`src/rtl/decoder_pkg.sv`:
```
// Shared constants, state type and helper functions for the index-to-mask
// decoder with group accumulation.
package decoder_pkg;

   localparam int IN_W  = 5;
   localparam int OUT_W = 32;
   localparam int CNT_W = 6;

   typedef enum logic {
      IDLE  = 1'b0,
      ACCUM = 1'b1
   } state_t;

   function automatic logic [OUT_W-1:0] onehot(input logic [IN_W-1:0] idx);
      return OUT_W'(1) << idx;
   endfunction

   // Behavioural reference count, useful for assertions and quick models.
   function automatic logic [CNT_W-1:0] popcount32(input logic [31:0] vec);
      logic [CNT_W-1:0] c;
      c = '0;
      for (int i = 0; i < 32; i++) c += CNT_W'(vec[i]);
      return c;
   endfunction

endpackage

```
`src/rtl/popcount32.sv`:
```
// Combinational 32-to-6 population count built as a balanced adder tree.
module popcount32 (
   input  logic [31:0] vec,
   output logic [5:0]  count
);

   logic [1:0] s1 [16];
   logic [2:0] s2 [8];
   logic [3:0] s3 [4];
   logic [4:0] s4 [2];

   // NOTE: every variable driven here is fully assigned on every pass, so no latch is inferred.
   always_comb begin
      for (int i = 0; i < 16; i++) s1[i] = {1'b0, vec[2*i]} + {1'b0, vec[2*i+1]};
      for (int i = 0; i < 8; i++)  s2[i] = {1'b0, s1[2*i]} + {1'b0, s1[2*i+1]};
      for (int i = 0; i < 4; i++)  s3[i] = {1'b0, s2[2*i]} + {1'b0, s2[2*i+1]};
      for (int i = 0; i < 2; i++)  s4[i] = {1'b0, s3[2*i]} + {1'b0, s3[2*i+1]};
      count = {1'b0, s4[0]} + {1'b0, s4[1]};
   end

endmodule

```
`src/rtl/decoder5x32_accum.sv`:
```
// Decodes a stream of register indices into a one-hot OR mask per group and
// presents the finished mask, its popcount and a duplicate flag on a registered valid/ready port.
module decoder5x32_accum
   import decoder_pkg::*;
#(
   parameter int IN_W  = 5,
   parameter int OUT_W = 32,
   parameter int CNT_W = 6
) (
   input  logic             clk,
   input  logic             rst_n,
   input  logic             in_valid,
   output logic             in_ready,
   input  logic [IN_W-1:0]  in_index,
   input  logic             in_last,
   input  logic             in_flush,
   output logic             out_valid,
   input  logic             out_ready,
   output logic [OUT_W-1:0] out_mask,
   output logic [CNT_W-1:0] out_count,
   output logic             out_dup
);

   if (OUT_W != (2 ** IN_W) || CNT_W != IN_W + 1 || IN_W != 5) begin : g_bad_params
      $error("decoder5x32_accum: OUT_W must be 2**IN_W and CNT_W must be IN_W+1 with IN_W=5");
   end

   state_t           state, state_next;
   logic [OUT_W-1:0] acc, acc_next;
   logic             dup_acc, dup_next;
   logic [CNT_W-1:0] cnt_next;
   logic             beat, load;

   // Input only stalls while a finished mask sits unconsumed.
   assign in_ready = !(out_valid && !out_ready);
   // A flush wins over a same-cycle beat and drops it.
   assign beat     = in_valid && in_ready && !in_flush;
   assign load     = beat && in_last;

   always_comb begin
      acc_next   = acc | onehot(in_index);
      dup_next   = dup_acc | acc[in_index];
      state_next = state;
      if (in_flush)  state_next = IDLE;
      else if (beat) state_next = in_last ? IDLE : ACCUM;
   end

   popcount32 u_popcount (
      .vec   (acc_next),
      .count (cnt_next)
   );

   // NOTE: sequential state uses non-blocking assignments so all flops update from pre-edge values.
   always_ff @(posedge clk or negedge rst_n) begin
      if (!rst_n) begin
         state   <= IDLE;
         acc     <= '0;
         dup_acc <= 1'b0;
      end else begin
         state <= state_next;
         if (in_flush || load) begin
            acc     <= '0;
            dup_acc <= 1'b0;
         end else if (beat) begin
            acc     <= acc_next;
            dup_acc <= dup_next;
         end
      end
   end

   // Output stage: a new group reloads even while the old one is being taken.
   always_ff @(posedge clk or negedge rst_n) begin
      if (!rst_n) begin
         out_valid <= 1'b0;
         out_mask  <= '0;
         out_count <= '0;
         out_dup   <= 1'b0;
      end else if (load) begin
         out_valid <= 1'b1;
         out_mask  <= acc_next;
         out_count <= cnt_next;
         out_dup   <= dup_next;
      end else if (out_valid && out_ready) begin
         out_valid <= 1'b0;
      end
   end

endmodule

```
`config.mk`:
```
export PLATFORM = sky130hd
export DESIGN_NAME = decoder5x32_accum
export DESIGN_NICKNAME = d
export VERILOG_FILES = /design/src/rtl/decoder_pkg.sv /design/src/rtl/popcount32.sv /design/src/rtl/decoder5x32_accum.sv
export SDC_FILE = /design/constraint.sdc
export NUM_CORES = 1
export LEC_CHECK = 0
export CORE_AREA = 4 4 86 88
export CTS_BUF_LIST = sky130_fd_sc_hd__clkbuf_8
export CTS_CLUSTER_SIZE = 20
export DETAILED_ROUTE_END_ITERATION = 16
export DIE_AREA = 0 0 90 92
export PLACE_DENSITY = 0.87
export REMOVE_ABC_BUFFERS = 1
export SLEW_MARGIN = 20
export SYNTH_ARGS = -nofsm -noshare
export SYNTH_HDL_FRONTEND = slang
export SYNTH_SLANG_ARGS = --single-unit
```
`constraint.sdc`:
```
create_clock -name clk -period 7.61 [get_ports clk]
set_clock_uncertainty 0.15 [all_clocks]
set_input_delay 1.522 -clock clk [delete_from_list [all_inputs] [get_ports clk]]
set_output_delay 1.522 -clock clk [all_outputs]
set_load 0.02 [all_outputs]
```
**Word level (Yosys, flattened, before mapping)**

Index checks and enable logic that the tools add are counted.
W data, S select, Z words.

- Register bits after elaboration: 73
- Bits in latches: 0
- Bits in writable memories: 0
- Bits in read-only memories: 0
- Bits of input ports: 11
- Output and inout bits: 41
- Logic and storage cells: 60
- Memories kept: 0

- $add $sub $neg: 31
- Multiply operators: 0
- Divide/modulo/power cells: 0
- $lt $le $gt $ge: 1
- Equal/unequal tests: 0
- Shift-type cells: 1
- Mux-type cells: 8
- Bitwise operators: 2
- Reductions and logical operators: 11

Operators with widths:

| kind | count |
|---|---|
| $mux W32 | 2 |
| $add A1 B1 Y2 | 16 |
| $or A32 B32 Y32 | 1 |
| $shl A1 B5 Y32 const A | 1 |
| $add A2 B2 Y3 | 8 |
| $add A3 B3 Y4 | 4 |
| $add A4 B4 Y5 | 2 |
| $add A5 B5 Y6 | 1 |
| $lt A5 B6 Y1 const B | 1 |
| $bmux W1 S5 | 1 |
| $logic_and A1 B1 Y1 | 5 |
| $mux W1 | 5 |
| $reduce_bool A2 Y1 | 2 |
| $logic_not A1 Y1 | 3 |
| $logic_or A1 B1 Y1 | 1 |
| $or A1 B1 Y1 | 1 |

**Longest topological paths before layout**

- Word-level depth: 8
- Mapped depth: 20
- Gate-level depth less buffers: 18

**By module**

Synthesis repeated with hierarchy kept, for this count alone.

- Cells, all modules: 405
- Area total of the unflattened synthesis: 4081.4 µm²

Modules (own cells, without submodules):

| module | times used | cells an instance | area an instance (µm²) |
|---|---|---|---|
| decoder5x32_accum | 1 | 332 | 3323.2 |
| popcount32 | 1 | 73 | 758.2 |

**Worst setup path before layout**

Ideal clock, no wire load.

- Path type: input-to-reg
- Start: input in_index[2]
- End: register out_count[4]
- Arrival time: 6.345 ns
- Required time: 7.325 ns
- Setup slack: 0.980 ns
- Cell stages on the path: 18
- Path buffers: 1
- Cell sequence: clkbuf_1 nor3b_1 a21oi_1 fa_1 fa_1 fa_1 fa_1 fa_1 fa_1 inv_1 ha_1 inv_1 fa_1 inv_1 a21o_1 a21oi_1 xor2_1 o21ai_0

- Longest elaborated chain between the ends: 7
- Elaborated cells between the ends (all ways): 33
- Those cells by class: add/sub: 31; shift: 1; bitwise: 1

Ends and longest elaborated chain:

| what | RTL line | RTL |
|---|---|---|
| from (decl) | decoder5x32_accum.sv:14 | `input logic [IN_W-1:0] in_index,` |
| $shl A1 B5 Y32 * | decoder_pkg.sv:15 | `return OUT_W'(1) << idx;` |
| $or A32 B32 Y32 * | decoder5x32_accum.sv:41 | `acc_next = acc \| onehot(in_index);` |
| $add A1 B1 Y2 | popcount32.sv:14 | `for (int i = 0; i < 16; i++) s1[i] = {1'b0, vec[2*i]} + {1'b0, vec[2*i+1]};` |
| $add A2 B2 Y3 | popcount32.sv:15 | `for (int i = 0; i < 8; i++) s2[i] = {1'b0, s1[2*i]} + {1'b0, s1[2*i+1]};` |
| $add A3 B3 Y4 | popcount32.sv:16 | `for (int i = 0; i < 4; i++) s3[i] = {1'b0, s2[2*i]} + {1'b0, s2[2*i+1]};` |
| $add A4 B4 Y5 | popcount32.sv:17 | `for (int i = 0; i < 2; i++) s4[i] = {1'b0, s3[2*i]} + {1'b0, s3[2*i+1]};` |
| $add A5 B5 Y6 * | popcount32.sv:18 | `count = {1'b0, s4[0]} + {1'b0, s4[1]};` |
| to (signal assigned) | decoder5x32_accum.sv:81 | `out_count <= cnt_next;` |
| to (decl) | decoder5x32_accum.sv:20 | `output logic [CNT_W-1:0] out_count,` |

Mark *: on every way between the ends. The rest lies on a longest branch, timed or not.
A chain may end at the register's enable or synchronous reset.

**Worst setup path in the final report**

- Start: input in_index[0]
- End: register out_count[4]

Same word-level chain as after synthesis.

==> impl_metrics.csv <==
group,metric,value,unit
status,outcome,"complete, no violations",
routing,detail-route-antenna-nets,0,
clock_network,cts_resized,0,
routing,drt-initial-drc-count,317,
worst_setup_path,crit_family,"adder cells",
die,die_area,0.00828,mm²
clock_network,clock-root-buffer,"clkbuf_8",
clock_network,cts_setup_buffers,0,
worst_setup_path,worstPathBufferInverterCount,5,
timing,min_period_over_period,95.1,%
power_and_ir_drop,pwr-share-clk,36.0,%
power_and_ir_drop,net-switching-power,0.243,mW
run,max_cap_viol_count,0,
timing,tightestPinTransition,0.903,ns
cells_and_area,layout-drive-gt1-share,10.2,%
die,io_pins,52,
synth,synth.lib_cells_used.distinct,33,
worst_setup_path,critical_path.max_fanout,13,
synth,yosys_most_used_dff,"dfrtp_1",
power_and_ir_drop,netSwitchingFraction,27.8,%
power_and_ir_drop,comb_power_share,17.2,%
worst_setup_path,cp_cell_sequence,"clkdlybuf4s50_1 > buf_4 > nand2_1 > nor2_1 > a21oi_1 > fa_1 > fa_1 > fa_1 > fa_1 > fa_1 > fa_1 > inv_1 > ha_1 > inv_1 > fa_1 > inv_1 > a21o_1 > a21oi_1 > xor2_1 > o21ai_0",
die,core.rowCount,30,
placed_design,detailedPlacementHpwl,6870,µm
routing,vias,3135,
die,die_w,90,µm
timing,achievable-frequency,138,MHz
die,initial_utilization,58.3,%
synth,synth.cell_area,0.00387,mm²
timing,grt_setup_unrepaired,"no",
cells_and_area,area.growth.synth_to_final,21.5,%
clock_network,cts_max_level,3,
power_and_ir_drop,seq_power_share,46.8,%
timing,setup-tns-final,0,ns
synth,ys.warnings.count,0,
global_route,grt_max_degree,74,
clock_network,clk_transition_reported_paths,0.08,ns
placed_design,gp_congestion,1.01,
clock_network,cts.path.max_buffers,2,
routing,route.final.wire_length,9430,µm
die,die_height,92,µm
worst_setup_path,critical_path_start_end_classification,"in2reg",
power_and_ir_drop,cellPowerDensity,186,mW/mm²
clock_network,clock_insertion_delay_at_the_later_pin_of_the_skew_report,0.37,ns
timing,setup_viol_count_final,0,
worst_setup_path,startpoint_type,"input port",
worst_setup_path,crit_path_max_incr_delay,0.61,ns
hold_path,min_path_type,"reg2reg",
placed_design,post_dp_cell_area,0.00450,mm²
timing,maxSlewHeadroom,39.8,%
synth,synth_seq_area_share,47.2,%
synth,synth-seq-cells,73,
cells_and_area,num_antenna_cells,0,
cells_and_area,post-route-cell-area,0.00470,mm²
routing,routed_length_per_instance,17.7,µm
global_route,gr-usage-all-layers,24.8,%
routing,detail_route.first_pass.iterations,5,
worst_setup_path,cp_common_cell,"fa_1",
timing,slew_violations,0,
global_route,grt_pass1_wl,16100,µm
timing,finalCriticalPeriod,7.24,ns
synth,postSynthAreaPerCell,9.88,µm²
global_route,grt_antenna_before_repair,0,
routing,mean_number_of_vias_per_cell,5.88,
power_and_ir_drop,static-leakage-power,2.11,nW
worst_setup_path,cp_slowest_cell,"fa_1",
worst_setup_path,worstSetupEndpointType,"register",
clock_network,tritoncts,"built",
power_and_ir_drop,peak_supply_drop,0.111,mV
clock_network,numClockSinks,73,
synth,number_of_enable_type_register_cells_in_the_synthesized_netlist,0,
synth,synth-async-reset-ratio,100,%
global_route,overflow,0,
global_route,grt_pass1_vias,3249,
worst_setup_path,critical_path_required,7.74,ns
cells_and_area,design.final.nets,490,
clock_network,ctsHoldBuffers,0,
power_and_ir_drop,power_report.internal_total,0.633,mW
routing,drc,0,
placed_design,port_buffers,51,
synth,netlist_instances,392,
worst_setup_path,timing.critical_path.arrival,7.37,ns
clock_network,cts_inserted_buffers,9,
die,placeableCoreArea,0.00664,mm²
timing,final_hold_viol_count,0,
flip-flops by register name, summed over array words and instances, names as in the netlist:
register and cells:
out_count 6, out_dup 1, acc 32, out_valid 1, out_mask 32, dup_acc 1
final timing paths:
| path | slack, ns | cells past startpoint | start | to |
|---|---|---|---|---|
| hold / removal | 0.33 | 2 | out_mask[9]$_DFFE_PN0P_ | out_mask[9]$_DFFE_PN0P_ |
| setup reg to reg | 2.23 | 16 | acc[0]$_DFFE_PN0P_ | out_count[4]$_DFFE_PN0P_ |
| setup / recovery | 0.37 | 20 | in_index[0] | out_count[4]$_DFFE_PN0P_ |
| min in group asynchronous | 1.21 | 2 | rst_n | out_mask[17]$_DFFE_PN0P_ |
| max in group asynchronous | 5.50 | 2 | rst_n | out_mask[2]$_DFFE_PN0P_ |
| hold reg to reg | 0.33 | 2 | out_mask[9]$_DFFE_PN0P_ | out_mask[9]$_DFFE_PN0P_ |
metrics by stage:
step / total power [mW] / std cells / hold WS [ns] / worst slack [ns] / util (%)
floorplan: 0.496 / 368 / 0.317 / 1.12 / -
CTS: 0.880 / 533 / 0.336 / 0.403 / 70.8
finish: 0.876 / 533 / 0.327 / 0.372 / 70.8
global route: 0.918 / 533 / 0.364 / 0.123 / 70.8
detailed placement: 0.568 / 517 / 0.319 / 0.104 / 67.7
global placement: 0.563 / 517 / 0.310 / 0.196 / 67.7
final cells by class:
cell class                      count  area [µm²]
Multi-Input combinational cell    269        1830
Clock inverter                      5        55.1
Clock buffer                       11         151
Fill cell                         492        1940
Timing Repair Buffer               69         641
Tap cell                           80         100
Inverter                           26        97.6
Sequential cell                    73        1830
cell usage after synthesis, types with 2 or more instances:
cell      number  area, µm²
nand2_1       74        278
dfrtp_1       73       1830
a21oi_1       62        310
o21ai_0       45        225
inv_1         26       97.6
fa_1          24        480
clkbuf_1      17       63.8
nor2_1         8       30.0
nor2b_1        8       50.1
ha_1           7       87.6
mux2_2         7       78.8
a211oi_1       3       22.5
buf_2          3       15.0
buf_6          3       33.8
nand2b_1       3       18.8
nor3_1         3       15.0
nor3b_1        3       22.5
o221ai_1       3       26.3
xor2_1         3       26.3
a21o_1         2       15.0
mux4_2         2       45.0
o31ai_1        2       15.0
cell families after synthesis:
kind of cell	after synthesis	synth area share, %
compound gates	121	16.6
xor+xnor	3	0.679
buf+inv	50	5.62
simple gates	104	11.8
flops	73	47.2
mux	10	3.46
fa+ha+maj	31	14.7
power groups by stage:
stage,logic (mW),registers [mW],clock network [mW]
2_1_floorplan,0.0612,0.435,0
3_3_place_gp,0.146,0.417,0
3_5_place_dp,0.150,0.418,0
4_1_cts,0.152,0.410,0.318
5_1_grt,0.167,0.412,0.339
6_report,0.150,0.410,0.316
worst register-to-register path: stages, from the launching register on:
cell and delay (ns):
dfrtp_1 0.40, a21oi_1 0.37, fa_1 0.50, fa_1 0.51
fa_1 0.57, fa_1 0.45, fa_1 0.53, fa_1 0.49
inv_1 0.09, ha_1 0.18, inv_1 0.06, fa_1 0.40
inv_1 0.08, a21o_1 0.11, a21oi_1 0.07, xor2_1 0.14
o21ai_0 0.18
cells in the final DEF, fill, tap and decap left out, types with 2 or more instances in the layout:
cell type,n
nand2_1,74
dfrtp_1,73
a21oi_1,61
clkdlybuf4s50_1,50
o21ai_0,45
inv_1,27
fa_1,24
buf_4,18
clkbuf_8,11
nor2b_1,8
nor2_1,8
mux2_2,7
ha_1,7
nor3b_1,3
nor3_1,3
nand2b_1,3
xor2_1,3
a211oi_1,3
o221ai_1,3
a21o_1,2
mux4_2,2
o31ai_1,2
routing by layer:
layer,global-route usage [%],share of wire [%],vias to the layer above
li1,-,-,1426
met1,32.7,41,1522
met2,39.1,49,159
met3,6.89,7.6,28
met4,9.69,2.2,0
met5,0,0,-
(Power assumes the default switching activity.)
